`config.mk`:
```
export PLATFORM = sky130hd
export DESIGN_NAME = game_status_ctrl
export DESIGN_NICKNAME = d
export VERILOG_FILES = /design/src/rtl/game_status_ctrl.sv
export SDC_FILE = /design/constraint.sdc
export NUM_CORES = 1
export LEC_CHECK = 0
export ABC_CLOCK_PERIOD_IN_PS = 6400
export BUFFER_PORTS_ARGS = -buffer_cell sky130_fd_sc_hd__buf_2
export CAP_MARGIN = 5
export CORE_UTILIZATION = 35
export CTS_BUF_LIST = sky130_fd_sc_hd__clkbuf_4
export DETAILED_ROUTE_END_ITERATION = 12
export GPL_TIMING_DRIVEN = 0
export SYNTH_ARGS = -nofsm -noshare
export SYNTH_HDL_FRONTEND = slang
export SYNTH_SLANG_ARGS = --single-unit
```
`constraint.sdc`:
```
create_clock -name Clk -period 6.4 [get_ports Clk]
set_input_delay 0.64 -clock Clk [delete_from_list [all_inputs] [get_ports Clk]]
set_output_delay 0.64 -clock Clk [all_outputs]
set_load 0.005 [all_outputs]
```
`src/rtl/game_status_ctrl.sv`:
```
// rtl/game_status_ctrl.sv - block-game score/state controller with paced BCD score counting.
// Define HISCORE_TRACK_EN to build the Highest-score registers; otherwise Highest* are tied to 0.
module game_status_ctrl #(
    parameter logic [6:0] WIN_SCORE = 7'd40
) (
    input  logic       Clk,
    input  logic       Reset,
    input  logic       Start,
    input  logic       Clear_Valid,
    input  logic [2:0] Lines_Cleared,
    input  logic       Top_Out,
    output logic [6:0] Score,
    output logic [3:0] Score_Tens,
    output logic [3:0] Score_Ones,
    output logic [6:0] Highest,
    output logic [3:0] Highest_Tens,
    output logic [3:0] Highest_Ones,
    output logic       Playing,
    output logic       Win,
    output logic       Lose,
    output logic       Busy
);

    typedef enum logic [1:0] {
        ST_IDLE = 2'd0,
        ST_PLAY = 2'd1,
        ST_WIN  = 2'd2,
        ST_LOSE = 2'd3
    } state_t;

    state_t     state_q, state_d;
    logic [4:0] pending_q, pending_d;
    logic [6:0] score_d;
    logic [3:0] tens_d, ones_d;
    logic [3:0] points;
    logic       at_max, at_win, step;
    logic [5:0] pend_sum;

    always_comb begin
        case (Lines_Cleared)
            3'd1:    points = 4'd1;
            3'd2:    points = 4'd3;
            3'd3:    points = 4'd5;
            3'd4:    points = 4'd8;
            default: points = 4'd0;
        endcase
    end

    assign at_max = (Score == 7'd99);
    assign at_win = (Score == WIN_SCORE);
    // The score advances one point per cycle; the win-check cycle never also counts.
    assign step   = (state_q == ST_PLAY) && !at_win && !at_max && (pending_q != 5'd0);
    assign pend_sum = {1'b0, pending_q}
                    + (Clear_Valid ? {2'b00, points} : 6'd0)
                    - {5'd0, step};

    always_comb begin
        state_d   = state_q;
        pending_d = pending_q;
        score_d   = Score;
        tens_d    = Score_Tens;
        ones_d    = Score_Ones;
        if (Start) begin
            state_d   = ST_PLAY;
            pending_d = 5'd0;
            score_d   = 7'd0;
            tens_d    = 4'd0;
            ones_d    = 4'd0;
        end else if (state_q == ST_PLAY) begin
            if (step) begin
                score_d = Score + 7'd1;
                if (Score_Ones == 4'd9) begin
                    ones_d = 4'd0;
                    tens_d = Score_Tens + 4'd1;
                end else begin
                    ones_d = Score_Ones + 4'd1;
                end
            end
            if (Top_Out) begin
                state_d   = ST_LOSE;
                pending_d = 5'd0;
            end else if (at_win) begin
                state_d   = ST_WIN;
                pending_d = 5'd0;
            end else if (at_max) begin
                pending_d = 5'd0;
            end else begin
                pending_d = (pend_sum > 6'd31) ? 5'd31 : pend_sum[4:0];
            end
        end
    end

    always_ff @(posedge Clk) begin
        if (Reset) begin
            state_q    <= ST_IDLE;
            pending_q  <= 5'd0;
            Score      <= 7'd0;
            Score_Tens <= 4'd0;
            Score_Ones <= 4'd0;
            Playing    <= 1'b0;
            Win        <= 1'b0;
            Lose       <= 1'b0;
        end else begin
            state_q    <= state_d;
            pending_q  <= pending_d;
            Score      <= score_d;
            Score_Tens <= tens_d;
            Score_Ones <= ones_d;
            Playing    <= (state_d == ST_PLAY);
            Win        <= (state_d == ST_WIN);
            Lose       <= (state_d == ST_LOSE);
        end
    end

    assign Busy = (pending_q != 5'd0);

`ifdef HISCORE_TRACK_EN
    always_ff @(posedge Clk) begin
        if (Reset) begin
            Highest      <= 7'd0;
            Highest_Tens <= 4'd0;
            Highest_Ones <= 4'd0;
        end else if (Score > Highest) begin
            Highest      <= Score;
            Highest_Tens <= Score_Tens;
            Highest_Ones <= Score_Ones;
        end
    end
`else
    assign Highest      = 7'd0;
    assign Highest_Tens = 4'd0;
    assign Highest_Ones = 4'd0;
`endif

endmodule

```
* Word-level counts from Yosys, hierarchy flattened *
Cells that the tools add are included.

storage, ports and cells
  input bits = 8
  flip-flop bits (word level) = 25
  output and inout bits = 34
  logic and storage cells = 45

cells by class
  eq/ne operators = 11
  $lt $le $gt $ge = 1
  multiplexer cells = 11
  add/subtract/negate cells = 5
  reduce and logical (&&, ||, !) cells = 9

operators by type and width
  operator             number
  $mux 5               4
  $pmux 4 s4           1
  $add 4x1->4 const B  2
  $mux 2               4
  $mux 4               2
  $add 7x1->7 const B  1
  $eq 7x6->1 const B   1
  $eq 7x7->1 const B   1
  $add 5x4->6          1
  $eq 3x2->1 const B   2
  $gt 6x5->1 const B   1
  $sub 6x1->6          1
  $reduce_bool 5->1    1
  $eq 2x1->1 const B   2
  $eq 2x2->1 const B   2
  $eq 4x4->1 const B   1
  $eq 3x1->1 const B   1
  $eq 3x3->1 const B   1
  $logic_and 1x1->1    3
  $reduce_and 3->1     1
  $logic_not 1->1      2
  $reduce_and 2->1     1
  $reduce_or 2->1      1

* Depth between registers and ports, before layout *
  word-level depth = 11
  depth in mapped cells = 15
  mapped depth without buffers = 14

* Worst setup path after synthesis *
OpenSTA, ideal clock, no wires.

  path kind = register to register
  from = register pending_q[1]
  to = register pending_q[4]
  setup slack = 3.549 ns
  cell stages (with the launch flop) = 15
  required time = 6.309 ns
  clock period less this slack = 2.851 ns
  setup time = 0.091 ns
  arrival time = 2.760 ns
  buffers on the path = 2
  cell sequence = dfxtp_1 > or4_4 > buf_6 > o21ai_4 > buf_6 > nor2_4 > ha_1 > inv_1 > ha_1 > inv_1 > fa_1 > nand2b_1 > a21oi_1 > xnor2_1 > a311oi_1

between the ends
  word-level cells in the longest chain between the ends = 8
  elaborated cells between the ends (all ways) = 9
  those cells by class = add/sub: 2; order compare: 1; mux: 4; reduce/logical: 2

RTL lines
  what                                                                 line  source
  from (decl)                                                          32    logic [4:0] pending_q, pending_d;
  from (signal assigned)                                               105   pending_q <= pending_d;
  parallel branches: the longest is 2 deep, another holds $add 5x4->6  --
  $sub 6x1->6 *                                                        55    - {5'd0, step};
  $gt 6x5->1                                                           88    pending_d = (pend_sum > 6'd31) ? 5'd31 : pend_sum[4:0];
  $mux 5 *                                                             88
  $mux 5 *                                                             85    end else if (at_max) begin
  $mux 5 *                                                             82    end else if (at_win) begin
  $mux 5 *                                                             79    if (Top_Out) begin

Mark *: on every way between the ends.
A chain may end at the register's enable or synchronous reset.

* Worst setup path after layout *
  from = register Score[0]
  to = register pending_q[4]

between the ends
  word-level cells in the longest chain between the ends = 11
  elaborated cells between the ends (all ways) = 13
  those cells by class = add/sub: 1; order compare: 1; eq/ne: 2; mux: 4; reduce/logical: 5

RTL lines
  what                            line  source
  from (decl)                     12    output logic [6:0] Score,
  from (signal assigned)          106   Score <= score_d;
  $eq 7x6->1                      50    assign at_win = (Score == WIN_SCORE);
  $logic_not 1->1                 52    assign step = (state_q == ST_PLAY) && !at_win && !at_max && (pending_q != 5'd0);
  $logic_and 1x1->1 (3 in a row)  52
  $sub 6x1->6                     55
  $gt 6x5->1                      88
  $mux 5                          88
  $mux 5                          85
  $mux 5 *                        82
  $mux 5 *                        79

Every way passes the cells marked *; elsewhere a longest branch is shown, timed or not.

==> reports/qor.log <==
[setup_path] Arrival @ worst endpoint 3.34 ns
[outcome] result of the run completed
[grt] pin count of the biggest net entering global routing 14
[placed_design] # placed instances 317
[grt] global-route total usage across every layer 0.1398
[drt] total DRC errors in the routed layout 0
[drt] DR iter-0 viols 67
[floorplan] area of the placeable core 4786 µm²
[synth] synthesized flop and latch total 25
[drt] vias per inst 4.791
[sta] Slew headroom 0.6559
[setup_path] Critical Path RT 6.64 ns
[synth] gate count of the mapped netlist 210
[sta] setup slack of the critical path after layout 3.299 ns
[power] static leakage 0.8573 nW
[setup_path] cells traversed along the worst timing path ha_1, nand3b_1, a21oi_2, buf_6, nor2_4, ha_1, inv_1, ha_1, inv_1, fa_1, nand2b_1, a21oi_1, xnor2_1, a311oi_1
[drt] Post-DRT Antenna Nets 0
[power] total power 0.2997 mW
[power] total power divided by cell area 146.2 nW/µm²
[synth] cells taking the most area after synthesis sky130_fd_sc_hd__dfxtp_1, sky130_fd_sc_hd__ha_1, sky130_fd_sc_hd__buf_4
[clock_network] Setup Buffers After CTS 0
[synth] synthesized area per cell 8.347 µm²
[clock_network] Clock Sinks 25
[setup_path] start-to-end type of the worst setup path flip-flop to flip-flop
[synth] EDFF count, synth 0
[grt] total gr overflow 0
[layout] Reg area 500.5 µm²
[layout] final design area excluding fillers 2049 µm²
[sta] maximum operating frequency 322.5 MHz
[drt] met2 wirelength from detailed routing 1678 µm
[layout] number of nets in the layout 276
[floorplan] width of the chip 72.77 µm
[floorplan] full die area 5295 µm²
[placed_design] pre-CTS setup slack 3.298 ns
[clock_network] clk buf depth 2
[clock_network] number of levels in the clock H-tree 1
[drt] Detail Route met3 WL 107 µm
[sta] Worst Max-Slew Pin Slew 0.5162 ns
[placed_design] gpl congestion 0.8146
[placed_design] placed cell area 2019 µm²
[flow_run] Maximum Capacitance Violations 0
[placed_design] final HPWL from detailed placement 2759 µm
[floorplan] initial standard-cell utilization of the core 0.3663
[drt] number of detailed-routing iterations run before antenna repair 4
[grt] vias in the first global route 1,359
[setup_path] Max Fanout on Critical Path 10
[clock_network] clock transition at the register clock pins on the worst setup and hold paths after CTS 0.13 ns
[hold_path] hold crit path type flip-flop to flip-flop
[setup_path] crit end category flip-flop
[sta] count of endpoints failing hold in the final timing report 0
[synth] Commonest cells post-synth sky130_fd_sc_hd__dfxtp_1, sky130_fd_sc_hd__a21oi_1, sky130_fd_sc_hd__inv_1
[clock_network] clock buffer count from CTS 3
[synth] post-synth design cell area 1753 µm²
[synth] part of the Yosys area used for sequential elements 0.2855
[layout] area of the multi-input gates 1069 µm²
[setup_path] slowest CP cell sky130_fd_sc_hd__dfxtp_1
[clock_network] clock latency of the later-clocked register in the worst-skew pair 0.32 ns
[sta] post-route minimum period 3.101 ns
[sta] number of slew-limit violations in the final report 0
[drt] routed wirelength normalized by instance count 10.98 µm
[floorplan] Die H 72.77 µm
[grt] initial antenna violation count 0
[synth] most repeated cell in the gate-level netlist after synthesis sky130_fd_sc_hd__dfxtp_1
[synth] share of async-settable or async-resettable flops after synthesis 0
[synth] flip-flop cell with the highest count after synthesis sky130_fd_sc_hd__dfxtp_1
[synth] warning count from the yosys run 0
[drt] Routed met1 length 1694 µm
[clock_network] number of hold buffers added after CTS 0
[drt] Top Metal Used met4
[setup_path] startpoint type of the worst setup path flip-flop
[sta] final sum of negative setup slack 0 ns
[drt] number of vias in the routed layout 1,538
[clock_network] count of instances resized after the clock tree is built 0
[sta] # setup viols final 0
[floorplan] total number of placement rows 25
[setup_path] largest stage delay on the critical path 0.45 ns
[grt] first-pass GRT wire length 5913 µm
[placed_design] number of input and output port buffers inserted 26
[synth] cell taking the most area after synthesis sky130_fd_sc_hd__dfxtp_1
[synth] share of the synthesized area in the top cell type 0.2855
[layout] antenna diode count 0
[power] highest ir drop seen on vdd 0.00005641 V
[clock_network] cell at the root of the clock tree sky130_fd_sc_hd__clkbuf_4
[synth] count of unique library cells instantiated by Yosys 49
[setup_path] most prevalent standard cell on the critical path sky130_fd_sc_hd__ha_1
[layout] Layout Cells excl Fill 321
[layout] Synth-to-Final Area Change 16.92%
[sta] setup repair after global routing missed its margin false
[floorplan] Top Ports 42
[layout] proportion of layout cells with a drive suffix above 1 0.2323
[layout] fillers 493
[drt] final routed wirelength across all metal layers 3523 µm
[sta] fraction of the cycle the final worst path needs 0.4845
[clock_network] TritonCTS clock tree done
[sta] clock skew 0.002271 ns
## sequential cells by signal, summed over array words and instances (netlist names)
name and cells:
Score 7, pending_q 5, Score_Ones 4, Score_Tens 4, state_q 2, Lose 1
Playing 1, Win 1
## cell type report
class                           count  share of cell area
Clock buffer                        4             0.01465
Timing Repair Buffer               26             0.06349
Buffer                             21             0.08059
Sequential cell                    25              0.2442
Inverter                           19             0.03480
Multi-Input combinational cell    159              0.5214
Tap cell                           67             0.04090
## kinds of logic after synthesis
family,Yosys count,share of synthesized area
XOR/XNOR,3,0.01499
buffers and inverters,40,0.1349
AO/OA/AOI/OAI,57,0.2284
AND/OR/NAND/NOR,70,0.2313
adder cells (fa/ha/maj),13,0.09707
flip-flops,25,0.2855
other,1,0.002139
multiplexers,1,0.005710
## final timing paths
| check | endpoint | start | slack [ns] | cells after the start |
|---|---|---|---|---|
| worst min register to register | Score_Tens[3] | Score_Tens[3] | 0.49 | 2 |
| worst min-delay path | Score_Tens[3] | Score_Tens[3] | 0.49 | 2 |
| worst max register to register | pending_q[4] | Score[0] | 3.30 | 14 |
| worst max-delay path | pending_q[4] | Score[0] | 3.30 | 14 |
## metal layers
layer  track usage  vias to the layer above
li1              -                      816
met1        0.1802                      688
met2        0.2336                       29
met3       0.01519                        5
met4       0.06536                        0
met5             0                        -
## power breakdown
group	switching (mW)	total [mW]	internal [mW]
Combinational	0.0325	0.0625	0.0300
Sequential	0.00299	0.161	0.158
Clock	0.0474	0.0761	0.0286
## metrics by stage
step	hold slack [ns]	util
final	0.4875	0.4282
after global placement	0.4663	0.4220
after CTS	0.4878	0.4282
after global routing	0.5307	0.4282
after floorplan	0.4682	-
after detailed placement	0.4692	0.4220
## placed cells by master (no fill, tap or decap), drive strengths merged, types with 3 or more instances in the layout
| master | Yosys | final |
|---|---|---|
| a221oi | 3 | 3 |
| nor3b | 3 | 3 |
| inv | 19 | 19 |
| nor2b | 5 | 5 |
| buf | 19 | 45 |
| dfxtp | 25 | 25 |
| nand3 | 13 | 13 |
| a311oi | 3 | 3 |
| or4 | 8 | 8 |
| o21ai | 11 | 11 |
| nand2 | 9 | 9 |
| or3 | 3 | 3 |
| a21boi | 3 | 3 |
| clkbuf | 2 | 6 |
| xnor2 | 3 | 3 |
| nand3b | 3 | 3 |
| ha | 12 | 12 |
| or2 | 3 | 3 |
| nor2 | 12 | 12 |
| o31ai | 7 | 7 |
| conb | 1 | 15 |
| a21oi | 20 | 20 |
| o211ai | 3 | 3 |
## worst max-delay path, delay by kind of cell (launching register included)
kind | cells | cell delay, ns
and+or+nand+nor | 3 | 0.35
xor gates and xnor gates | 1 | 0.08
DFF | 1 | 0.45
AOI/OAI and AO/OA | 3 | 0.70
buffers and inverters | 3 | 0.31
adders and majority gates | 4 | 1.13
No activity file was read; power rests on OpenSTA's default activity.
